<file path="src/rtl/uart_cmd_rx_pkg.sv">
// Shared definitions for the uart command-frame receiver: FSM encoding and frame layout.
package uart_cmd_rx_pkg;

    typedef enum logic [2:0] {
        ST_HUNT,
        ST_ADDR,
        ST_DATA,
        ST_CSUM,
        ST_COMMIT
    } state_t;

    localparam logic [7:0] SYNC_DEF   = 8'hA5;
    localparam int         FRAME_LEN  = 7;
    // Payload bytes between ADDR and CSUM.
    localparam int         DATA_BYTES = FRAME_LEN - 3;

endpackage

</file>
<file path="src/rtl/uart_cmd_rx_if.sv">
// Byte stream from the uart rx FIFO plus the register-write bus into motion control.
interface uart_cmd_rx_if;

    logic        rx_empty;
    logic [7:0]  rx_data;
    logic        rx_read;
    logic        rx_oerr;
    logic        rx_ferr;
    logic        reg_we;
    logic [7:0]  reg_addr;
    logic [31:0] reg_data;

    // master: FIFO / register-space side; slave: the frame receiver.
    modport master (
        output rx_empty, rx_data, rx_oerr, rx_ferr,
        input  rx_read, reg_we, reg_addr, reg_data
    );

    modport slave (
        input  rx_empty, rx_data, rx_oerr, rx_ferr,
        output rx_read, reg_we, reg_addr, reg_data
    );

endinterface

</file>
<file path="src/rtl/uart_cmd_rx_sat_counter.sv">
// Saturating up-counter with a synchronous clear that wins over increment.
module sat_counter #(
    parameter int CNT_W = 16
) (
    input  logic             clk,
    input  logic             reset,
    input  logic             inc,
    input  logic             clr,
    output logic [CNT_W-1:0] cnt
);

    always_ff @(posedge clk or negedge reset) begin
        if (!reset)
            cnt <= '0;
        else if (clr)
            cnt <= '0;
        else if (inc && !(&cnt))
            cnt <= cnt + 1'b1;
    end

endmodule

</file>
<file path="src/rtl/uart_cmd_rx.sv">
// Assembles SYNC/ADDR/D0..D3/CSUM frames from the uart rx FIFO and issues one register write per good frame.
module uart_cmd_rx
    import uart_cmd_rx_pkg::*;
#(
    parameter logic [7:0] SYNC    = SYNC_DEF,
    parameter int         TIMEOUT = 50000,
    parameter int         CNT_W   = 16
) (
    input  logic             clk,
    input  logic             reset,
    uart_cmd_rx_if.slave     bus,
    input  logic             cnt_clr,
    output logic [CNT_W-1:0] frame_ok_cnt,
    output logic [CNT_W-1:0] frame_err_cnt,
    output logic             busy
);

    localparam int TMO_W = $clog2(TIMEOUT + 1);

    state_t            state_q, state_d;
    logic [7:0]        acc_q;
    logic [1:0]        idx_q;
    logic [7:0]        addr_sh;
    logic [31:0]       data_sh;
    logic [TMO_W-1:0]  tmo_q;
    logic              popped_q;
    logic              flag_abort, tmo_abort, pop;
    logic              ok_inc, err_inc;
    logic [7:0]        sum;

    always_comb begin
        flag_abort = (state_q != ST_HUNT) && (bus.rx_oerr || bus.rx_ferr);
        tmo_abort  = (state_q != ST_HUNT) && (tmo_q >= TMO_W'(TIMEOUT));
        // One pop every other cycle at most; any abort cause holds the byte for HUNT to see.
        pop        = reset && !bus.rx_empty && !popped_q && !flag_abort && !tmo_abort
                     && (state_q != ST_COMMIT);
        sum        = acc_q + bus.rx_data;
        state_d    = state_q;
        ok_inc     = 1'b0;
        err_inc    = 1'b0;
        if (flag_abort || tmo_abort) begin
            state_d = ST_HUNT;
            err_inc = 1'b1;
        end else begin
            case (state_q)
                ST_HUNT:   if (pop && bus.rx_data == SYNC) state_d = ST_ADDR;
                ST_ADDR:   if (pop) state_d = ST_DATA;
                ST_DATA:   if (pop && idx_q == 2'(DATA_BYTES - 1)) state_d = ST_CSUM;
                ST_CSUM: begin
                    if (pop) begin
                        if (sum == 8'h00) begin
                            state_d = ST_COMMIT;
                        end else begin
                            state_d = ST_HUNT;
                            err_inc = 1'b1;
                        end
                    end
                end
                ST_COMMIT: begin
                    state_d = ST_HUNT;
                    ok_inc  = 1'b1;
                end
                default:   state_d = ST_HUNT;
            endcase
        end
    end

    assign bus.rx_read = pop;
    assign busy        = (state_q != ST_HUNT);

    always_ff @(posedge clk or negedge reset) begin
        if (!reset) begin
            state_q      <= ST_HUNT;
            acc_q        <= '0;
            idx_q        <= '0;
            addr_sh      <= '0;
            data_sh      <= '0;
            tmo_q        <= '0;
            popped_q     <= 1'b0;
            bus.reg_we   <= 1'b0;
            bus.reg_addr <= '0;
            bus.reg_data <= '0;
        end else begin
            state_q    <= state_d;
            popped_q   <= pop;
            bus.reg_we <= ok_inc;
            tmo_q      <= (pop || state_q == ST_HUNT) ? '0 : tmo_q + 1'b1;
            if (pop) begin
                case (state_q)
                    ST_HUNT: acc_q <= '0;
                    ST_ADDR: begin
                        addr_sh <= bus.rx_data;
                        acc_q   <= sum;
                        idx_q   <= '0;
                    end
                    ST_DATA: begin
                        // Bytes arrive LSB first, so shift in from the top.
                        data_sh <= {bus.rx_data, data_sh[31:8]};
                        acc_q   <= sum;
                        idx_q   <= idx_q + 1'b1;
                    end
                    default: acc_q <= sum;
                endcase
            end
            if (ok_inc) begin
                bus.reg_addr <= addr_sh;
                bus.reg_data <= data_sh;
            end
        end
    end

    sat_counter #(.CNT_W(CNT_W)) u_ok_cnt (
        .clk   (clk),
        .reset (reset),
        .inc   (ok_inc),
        .clr   (cnt_clr),
        .cnt   (frame_ok_cnt)
    );

    sat_counter #(.CNT_W(CNT_W)) u_err_cnt (
        .clk   (clk),
        .reset (reset),
        .inc   (err_inc),
        .clr   (cnt_clr),
        .cnt   (frame_err_cnt)
    );

endmodule

</file>
<file path="src/flat_wrapper.sv">
// flat-port wrapper written by rule: the top's interface ports become plain ports
module uart_cmd_rx_flat import uart_cmd_rx_pkg::*;
#(
    parameter logic [7:0] SYNC    = SYNC_DEF,
    parameter int         TIMEOUT = 50000,
    parameter int         CNT_W   = 16
)
  (clk, reset, cnt_clr, frame_ok_cnt, frame_err_cnt, busy, bus_rx_empty, bus_rx_data, bus_rx_oerr, bus_rx_ferr, bus_rx_read, bus_reg_we, bus_reg_addr, bus_reg_data);
  uart_cmd_rx_if bus_i ();
  input  logic clk;
  input  logic reset;
  input  logic cnt_clr;
  output logic [CNT_W-1:0] frame_ok_cnt;
  output logic [CNT_W-1:0] frame_err_cnt;
  output logic busy;
  input wire logic [$bits(bus_i.rx_empty)-1:0] bus_rx_empty;
  input wire logic [$bits(bus_i.rx_data)-1:0] bus_rx_data;
  input wire logic [$bits(bus_i.rx_oerr)-1:0] bus_rx_oerr;
  input wire logic [$bits(bus_i.rx_ferr)-1:0] bus_rx_ferr;
  output wire logic [$bits(bus_i.rx_read)-1:0] bus_rx_read;
  output wire logic [$bits(bus_i.reg_we)-1:0] bus_reg_we;
  output wire logic [$bits(bus_i.reg_addr)-1:0] bus_reg_addr;
  output wire logic [$bits(bus_i.reg_data)-1:0] bus_reg_data;
  assign bus_i.rx_empty = bus_rx_empty;
  assign bus_i.rx_data = bus_rx_data;
  assign bus_i.rx_oerr = bus_rx_oerr;
  assign bus_i.rx_ferr = bus_rx_ferr;
  assign bus_rx_read = bus_i.rx_read;
  assign bus_reg_we = bus_i.reg_we;
  assign bus_reg_addr = bus_i.reg_addr;
  assign bus_reg_data = bus_i.reg_data;
  uart_cmd_rx #(.SYNC(SYNC), .TIMEOUT(TIMEOUT), .CNT_W(CNT_W)) u_core (.clk(clk), .reset(reset), .bus(bus_i), .cnt_clr(cnt_clr), .frame_ok_cnt(frame_ok_cnt), .frame_err_cnt(frame_err_cnt), .busy(busy));
endmodule
</file>
<file path="config.mk">
export PLATFORM = sky130hd
export DESIGN_NAME = uart_cmd_rx_flat
export DESIGN_NICKNAME = d
export VERILOG_FILES = /design/src/rtl/uart_cmd_rx_pkg.sv /design/src/rtl/uart_cmd_rx_if.sv /design/src/rtl/uart_cmd_rx_sat_counter.sv /design/src/rtl/uart_cmd_rx.sv /design/src/flat_wrapper.sv
export SDC_FILE = /design/constraint.sdc
export NUM_CORES = 1
export LEC_CHECK = 0
export CORE_MARGIN = 10
export CORE_UTILIZATION = 39
export DETAILED_ROUTE_END_ITERATION = 8
export PLACE_DENSITY_LB_ADDON = 0.08
export SETUP_SLACK_MARGIN = 0.5
export SLEW_MARGIN = 20
export SYNTH_ARGS = -nofsm -noshare
export SYNTH_HDL_FRONTEND = slang
export SYNTH_SLANG_ARGS = --single-unit
</file>
<file path="constraint.sdc">
create_clock -name clk -period 3.3 [get_ports clk]
set_clock_uncertainty 0.05 [all_clocks]
set_input_delay 0.99 -clock clk [delete_from_list [all_inputs] [get_ports clk]]
set_output_delay 0.99 -clock clk [all_outputs]
set_load 0.02 [all_outputs]
</file>
## Word-level counts from Yosys, hierarchy flattened

Cells that the tools add are included.

- Add/subtract/negate cells: 5
- $lt $le $gt $ge: 1
- Mux-type cells: 20
- Eq/ne operators: 11
- Reduce and logical (&&, ||, !) cells: 32

Operators by type and width:

| kind | count |
|---|---|
| two-way mux 16 bit | 5 |
| adder 16 x 1 -> 16 bit (second input constant) | 3 |
| AND reduction 16 bit | 2 |
| two-way mux 3 bit | 6 |
| >= comparator 16 bit (second input constant) | 1 |
| inequality test 3 x 1 -> 1 bit (second input constant) | 4 |
| case mux 3 bit (4 select lines) | 1 |
| logical AND 1 bit | 11 |
| adder 8 bit | 1 |
| equality test 8 bit (second input constant) | 1 |
| logical NOT 8 bit | 1 |
| two-way mux 8 bit | 1 |
| equality test 3 x 2 -> 1 bit (second input constant) | 2 |
| logical NOT 1 bit | 6 |
| two-way mux 1 bit | 6 |
| AND reduction 2 bit | 3 |
| nonzero test 2 bit | 3 |
| case mux 2 bit (2 select lines) | 1 |
| AND reduction 4 bit | 1 |
| equality test 3 x 1 -> 1 bit (second input constant) | 1 |
| equality test 3 bit (second input constant) | 1 |
| logical NOT 3 bit | 1 |
| logical OR 1 bit | 3 |
| inequality test 3 bit (second input constant) | 1 |
| 3 further kinds | 3 |

- Logic and storage cells: 81
- Bits in registers: 143
- Output and inout bits: 75
- Input bits: 14

## Longest topological paths before layout

- Word-level depth: 12
- Gate-level depth with buffers: 10

## Hierarchy

From an unflattened synthesis, not the netlist that was laid out.

- Cell total of the unflattened synthesis: 564
- Area, all modules: 6718.9 µm²

By module, submodules not included:

| module | sequential area each (µm²) | area an instance (µm²) | times used | cells each |
|---|---|---|---|---|
| uart_cmd_rx | 2777.7 | 4879.7 | 1 | 374 |
| sat_counter | 400.4 | 919.6 | 2 | 95 |

## Least setup slack after synthesis

Ideal clock, no wire load.

- Path kind: input-to-output
- From: input bus_rx_empty
- To: output bus_rx_read
- Stages: 6
- Arrival time: 2418 ps
- Buffers on the path: 2
- Slack: -158 ps
- Cell sequence: or3b_2 a21oi_1 nand2_4 clkbuf_1 clkbuf_1 inv_1

- Word-level cells in the longest chain between the ends: 6

Ends and longest elaborated chain:

| item | line | source |
|---|---|---|
| from (decl) | flat_wrapper.sv:16 | `input wire logic [$bits(bus_i.rx_empty)-1:0] bus_rx_empty;` |
| logical NOT 1 bit | uart_cmd_rx.sv:35 | `pop = reset && !bus.rx_empty && !popped_q && !flag_abort && !tmo_abort` |
| logical AND 1 bit (4 in a row) | uart_cmd_rx.sv:35 |  |
| logical AND 1 bit | uart_cmd_rx.sv:36 | `&& (state_q != ST_COMMIT);` |
| to (decl) | flat_wrapper.sv:20 | `output wire logic [$bits(bus_i.rx_read)-1:0] bus_rx_read;` |

No other way between the ends.

## Worst setup path after layout

- From: input bus_rx_data[0]
- To: register u_core.u_err_cnt.cnt[12]

- Word-level cells in the longest chain between the ends: 8

Ends and longest elaborated chain:

| item | line | source |
|---|---|---|
| from (decl) | flat_wrapper.sv:17 | `input wire logic [$bits(bus_i.rx_data)-1:0] bus_rx_data;` |
| adder 8 bit | uart_cmd_rx.sv:37 | `sum = acc_q + bus.rx_data;` |
| logical NOT 8 bit | uart_cmd_rx.sv:51 | `if (sum == 8'h00) begin` |
| two-way mux 1 bit | uart_cmd_rx.sv:51 |  |
| two-way mux 1 bit | uart_cmd_rx.sv:50 | `if (pop) begin` |
| two-way mux 1 bit | uart_cmd_rx.sv:45 | `case (state_q)` |
| two-way mux 1 bit | uart_cmd_rx.sv:41 | `if (flag_abort \|\| tmo_abort) begin` |
| logical AND 1 bit | uart_cmd_rx_sat_counter.sv:17 | `else if (inc && !(&cnt))` |
| nonzero test 2 bit (no line) | -- |  |
| to (signal assigned) | uart_cmd_rx_sat_counter.sv:18 | `cnt <= cnt + 1'b1;` |
| to (decl) | uart_cmd_rx_sat_counter.sv:9 | `output logic [CNT_W-1:0] cnt` |

No other way between the ends.
A chain may end at the register's enable or synchronous reset.

==> reports/summary.md <==
The commonest cells after synthesis are sky130_fd_sc_hd__dfrtp_1 (143), sky130_fd_sc_hd__nor2_1 (57), sky130_fd_sc_hd__mux2_2 (55). In the final design database the tool counted 758 nets. The synthesized cell area came out at 6750 sq um. Of all cell types, the one taking the most synthesized area is sky130_fd_sc_hd__dfrtp_1. The synthesized instance count is 566, and the number of global-route vias before repair is 5058. Once the floorplan was initialized, standard cells occupied 39.4% of the core. Routed via count: 4970.

Detailed-route wire length: 16100 um. The total setup violations reported at the end of the flow is 0, and the tightest slew margin relative to the limit is 50.7%. Total power draw: 5.99 mW.

The initial DRC count is 231, and the overall die width is 152 um. Combinational cells account for 30.7% of the total power. The die covers 23000 sq um.

The worst-case IR drop observed on VDD is 0.000438 V. In this run the power spent charging and discharging nets is 1.78 mW. The final sum of negative setup slack is 0 ns.

The cell with the most instances after synthesis is sky130_fd_sc_hd__dfrtp_1. The number of pins exceeding their max-slew limit in the final report was 0. The repair_antennas step left the layout with diodes totalling 0. The maximum number of buffers from clock root to sink came out at 2. The flow ran to the end, and the final reports show no timing, DRC or antenna violations. Number of inserted filler cells in the final layout: 1455. The root buffer cell chosen for the clock tree is sky130_fd_sc_hd__clkbuf_16. Sequential fraction of design power: 37.4%. The actual transition at the worst max-transition pin is 0.737 ns, and the overflow left after global routing is 0. Of all flip-flops after synthesis, the portion carrying an async set or reset was 100%. In this run the count of I/O pins placed on the die edge is 89. Dividing the detail-routed wire length by the instance count gives 16.6 um. TritonCTS created 17 clock buffers.

Sorting the synthesized cells by area gives the leading types as sky130_fd_sc_hd__dfrtp_1 (53%), sky130_fd_sc_hd__mux2_2 (9.2%), sky130_fd_sc_hd__mux2_4 (6.7%). Static timing analysis puts the maximum clock frequency at 0.312 GHz. The maximum level of the CTS H-tree was 4; the synthesis-stage register bit count was 143. In the finished design, the share of the clock period the worst path needs comes to 97.0%. Entering global routing, the biggest net connects 79 pins.

The number of different library cells used by synthesis comes to 57. For the number of hold-slack violations in the final timing report, the log shows 0. Setup repair after global routing could not meet its margin everywhere. Global routing used 14.2% of the available tracks.

The HPWL after detailed placement is 11000 um. The tools report the signal arrival time at the worst endpoint as 3.45 ns. Once detail routing completed, the nets flagged for antenna violations numbered 0. For the number of antenna violations at the first check in global routing, the log shows 0.

Startpoint class of the critical path: an input pin. Data on the critical path is required at its endpoint by 3.55 ns. TritonCTS built the clock tree. From bottom edge to top edge, the die measures 152 um. The leakage power of the design is 4.21 nW, and the switching fraction of total power is 29.7%.

The share of total power dissipated in the clock network is 31.9%. Counting every net in the synthesized netlist gives 593. In this run the standard cell core region covers 17100 sq um. The count of flip-flops with a built-in enable after synthesis is 0, and the power per cell area is 626 nW/um^2. The run gives 55.8% as the final core utilization. The clock slew seen by the registers of the worst setup and hold paths came out at 0.06 ns. The first global-routing pass estimated 26100 um of wire. The layout cell share with drive strength beyond 1 came out at 35.3%. The clock drives 143 sinks. The pre-antenna-repair detailed-routing pass consisted of 4 iterations. The endpoint kind of the worst setup timing path is a flip-flop.

For the worst-skew pair, the clock arrives at the later sink with an insertion delay of 0.42 ns. The top-area cell type share of the netlist area is 53.0%. The tools report the count of unresolved DRC violations after routing as 0. Among all flip-flop cells after synthesis, the most frequent one is sky130_fd_sc_hd__dfrtp_1. At the end of routability-driven placement, the weighted congestion stood at 0.878. The worst setup path is of the input pin to flip-flop kind. The number of max-capacitance violations reported is 0. The type of the most critical hold path is flip-flop to flip-flop.

In this run the core area contains 48 standard-cell rows. A synthesized cell averages 11.9 sq um. The design internal power is 4.21 mW, and the number of port buffers is 88.

The area growth from synthesis to layout was 41.7%; the detail-routed via count per cell was 5.13. Yosys printed 0 warnings. In this run the worst path has a maximum fanout of 3. For the finished layout, the period the worst path requires is 3.20 ns.

After synthesis, flip-flops and latches occupy 53.0% of the total area.
[layout make-up]
type                            instances  area [sq um]  area share, %
Inverter                               11          47.5          0.497
Tap cell                              225           282           2.95
Clock buffer                           20           457           4.78
Multi-Input combinational cell        391          3380           35.4
Sequential cell                       143          3580           37.4
Clock inverter                         12           135           1.41
Timing Repair Buffer                  167          1680           17.6
[power by group through the flow]
stage | registers [mW] | logic, mW | clock network, mW
CTS | 2.23 | 1.67 | 1.96
finish | 2.24 | 1.83 | 1.91
detailed placement | 2.26 | 1.43 | 0
global route | 2.28 | 1.99 | 2.04
global placement | 2.24 | 1.40 | 0
floorplan | 2.20 | 0.962 | 0
[sequential cells by signal (all words and copies together) (netlist names), 2 cells and up]
name / flops
u_core.tmo_q: 16
u_core.acc_q: 8
u_core.u_ok_cnt.cnt: 16
u_core.state_q: 3
u_core.idx_q: 2
u_core.bus.reg_addr: 8
u_core.bus.reg_data: 32
u_core.addr_sh: 8
u_core.u_err_cnt.cnt: 16
u_core.data_sh: 32
[worst max-delay path, cell delays in order]
cell and delay, ns:
sky130_fd_sc_hd__buf_6 0.10, sky130_fd_sc_hd__ha_4 0.15, sky130_fd_sc_hd__fa_2 0.37, sky130_fd_sc_hd__a211o_1 0.31, sky130_fd_sc_hd__a21o_1 0.20, sky130_fd_sc_hd__a221oi_2 0.26
sky130_fd_sc_hd__nand4_1 0.27, sky130_fd_sc_hd__buf_4 0.24, sky130_fd_sc_hd__o21ai_4 0.17, sky130_fd_sc_hd__a211oi_2 0.10, sky130_fd_sc_hd__mux2_2 0.27
[final timing paths]
path                                            startpoint                              endpoint  slack [ns]  depth (start not counted)
worst max-delay path                        bus_rx_data[0]  u_core.u_err_cnt.cnt[12]$_DFFE_PN0P_         0.1                         11
worst min-delay path             u_core.tmo_q[0]$_DFF_PN0_             u_core.tmo_q[0]$_DFF_PN0_        0.42                          1
worst max register to register  u_core.tmo_q[12]$_DFF_PN0_        u_core.data_sh[31]$_DFFE_PN0P_        0.25                         12
worst min register to register   u_core.tmo_q[0]$_DFF_PN0_             u_core.tmo_q[0]$_DFF_PN0_        0.42                          1
max in group asynchronous                            reset  u_core.u_err_cnt.cnt[13]$_DFFE_PN0P_        1.76                          4
min in group asynchronous                            reset   u_core.bus.reg_data[13]$_DFFE_PN0P_        0.52                          2
[timing repair]
| item | 4_1_cts | 5_1_grt |
|---|---|---|
| resized for setup | 76 | 34 |
| hold buffers | 0 | 0 |
| endpoints found under the setup margin | 60 | 60 |
| buffers inserted | 13 | 9 |
| gates cloned | 3 | 0 |
| pin swaps | 34 | 27 |
[per-layer routing]
layer | GRT usage, % | wire, um | up-vias
met4 | 5.39 | 262 | 0
met5 | 0 | 0 | -
met2 | 23.1 | 8050 | 89
met3 | 3.50 | 723 | 22
li1 | - | - | 2349
met1 | 17.8 | 7090 | 2510
[per-stage QoR]
step	cells	cell area [sq um]	hold slack, ns	setup slack [ns]
CTS	959	9320	0.412	0.0662
global route	969	9560	0.439	0.0703
finish	969	9560	0.422	0.0982
floorplan	566	6820	0.382	0.0837
global placement	911	8320	0.393	-0.531
detailed placement	911	8320	0.404	-0.602
[cells by family (layout without fill, tap and decap cells)]
family | after synthesis | in the layout | synth area share [%]
AND/OR/NAND/NOR | 195 | 195 | 15.8
flip-flops | 143 | 143 | 53.0
multiplexers | 87 | 87 | 16.2
AO/OA/AOI/OAI | 64 | 64 | 6.14
XOR/XNOR | 32 | 32 | 4.15
buffers and inverters | 32 | 210 | 2.24
adder cells (fa/ha/maj) | 13 | 13 | 2.52
[layout by cell type, fill, tap and decap left out, types with 9 or more instances in the layout]
cell | synthesis | layout
sky130_fd_sc_hd__nor2_1 | 57 | 55
sky130_fd_sc_hd__dfrtp_1 | 143 | 142
sky130_fd_sc_hd__o21ai_0 | 14 | 9
sky130_fd_sc_hd__xor2_1 | 23 | 23
sky130_fd_sc_hd__mux2_4 | 30 | 40
sky130_fd_sc_hd__nand3_1 | 22 | 20
sky130_fd_sc_hd__clkdlybuf4s50_1 | 0 | 75
sky130_fd_sc_hd__inv_1 | 11 | 9
sky130_fd_sc_hd__nand4_1 | 15 | 15
sky130_fd_sc_hd__nand2_1 | 33 | 32
sky130_fd_sc_hd__mux2_2 | 55 | 45
sky130_fd_sc_hd__buf_4 | 0 | 55
sky130_fd_sc_hd__a21oi_1 | 19 | 12
sky130_fd_sc_hd__buf_6 | 3 | 15
sky130_fd_sc_hd__clkbuf_16 | 0 | 17
Note: power is estimated with default switching activity, not from simulation.
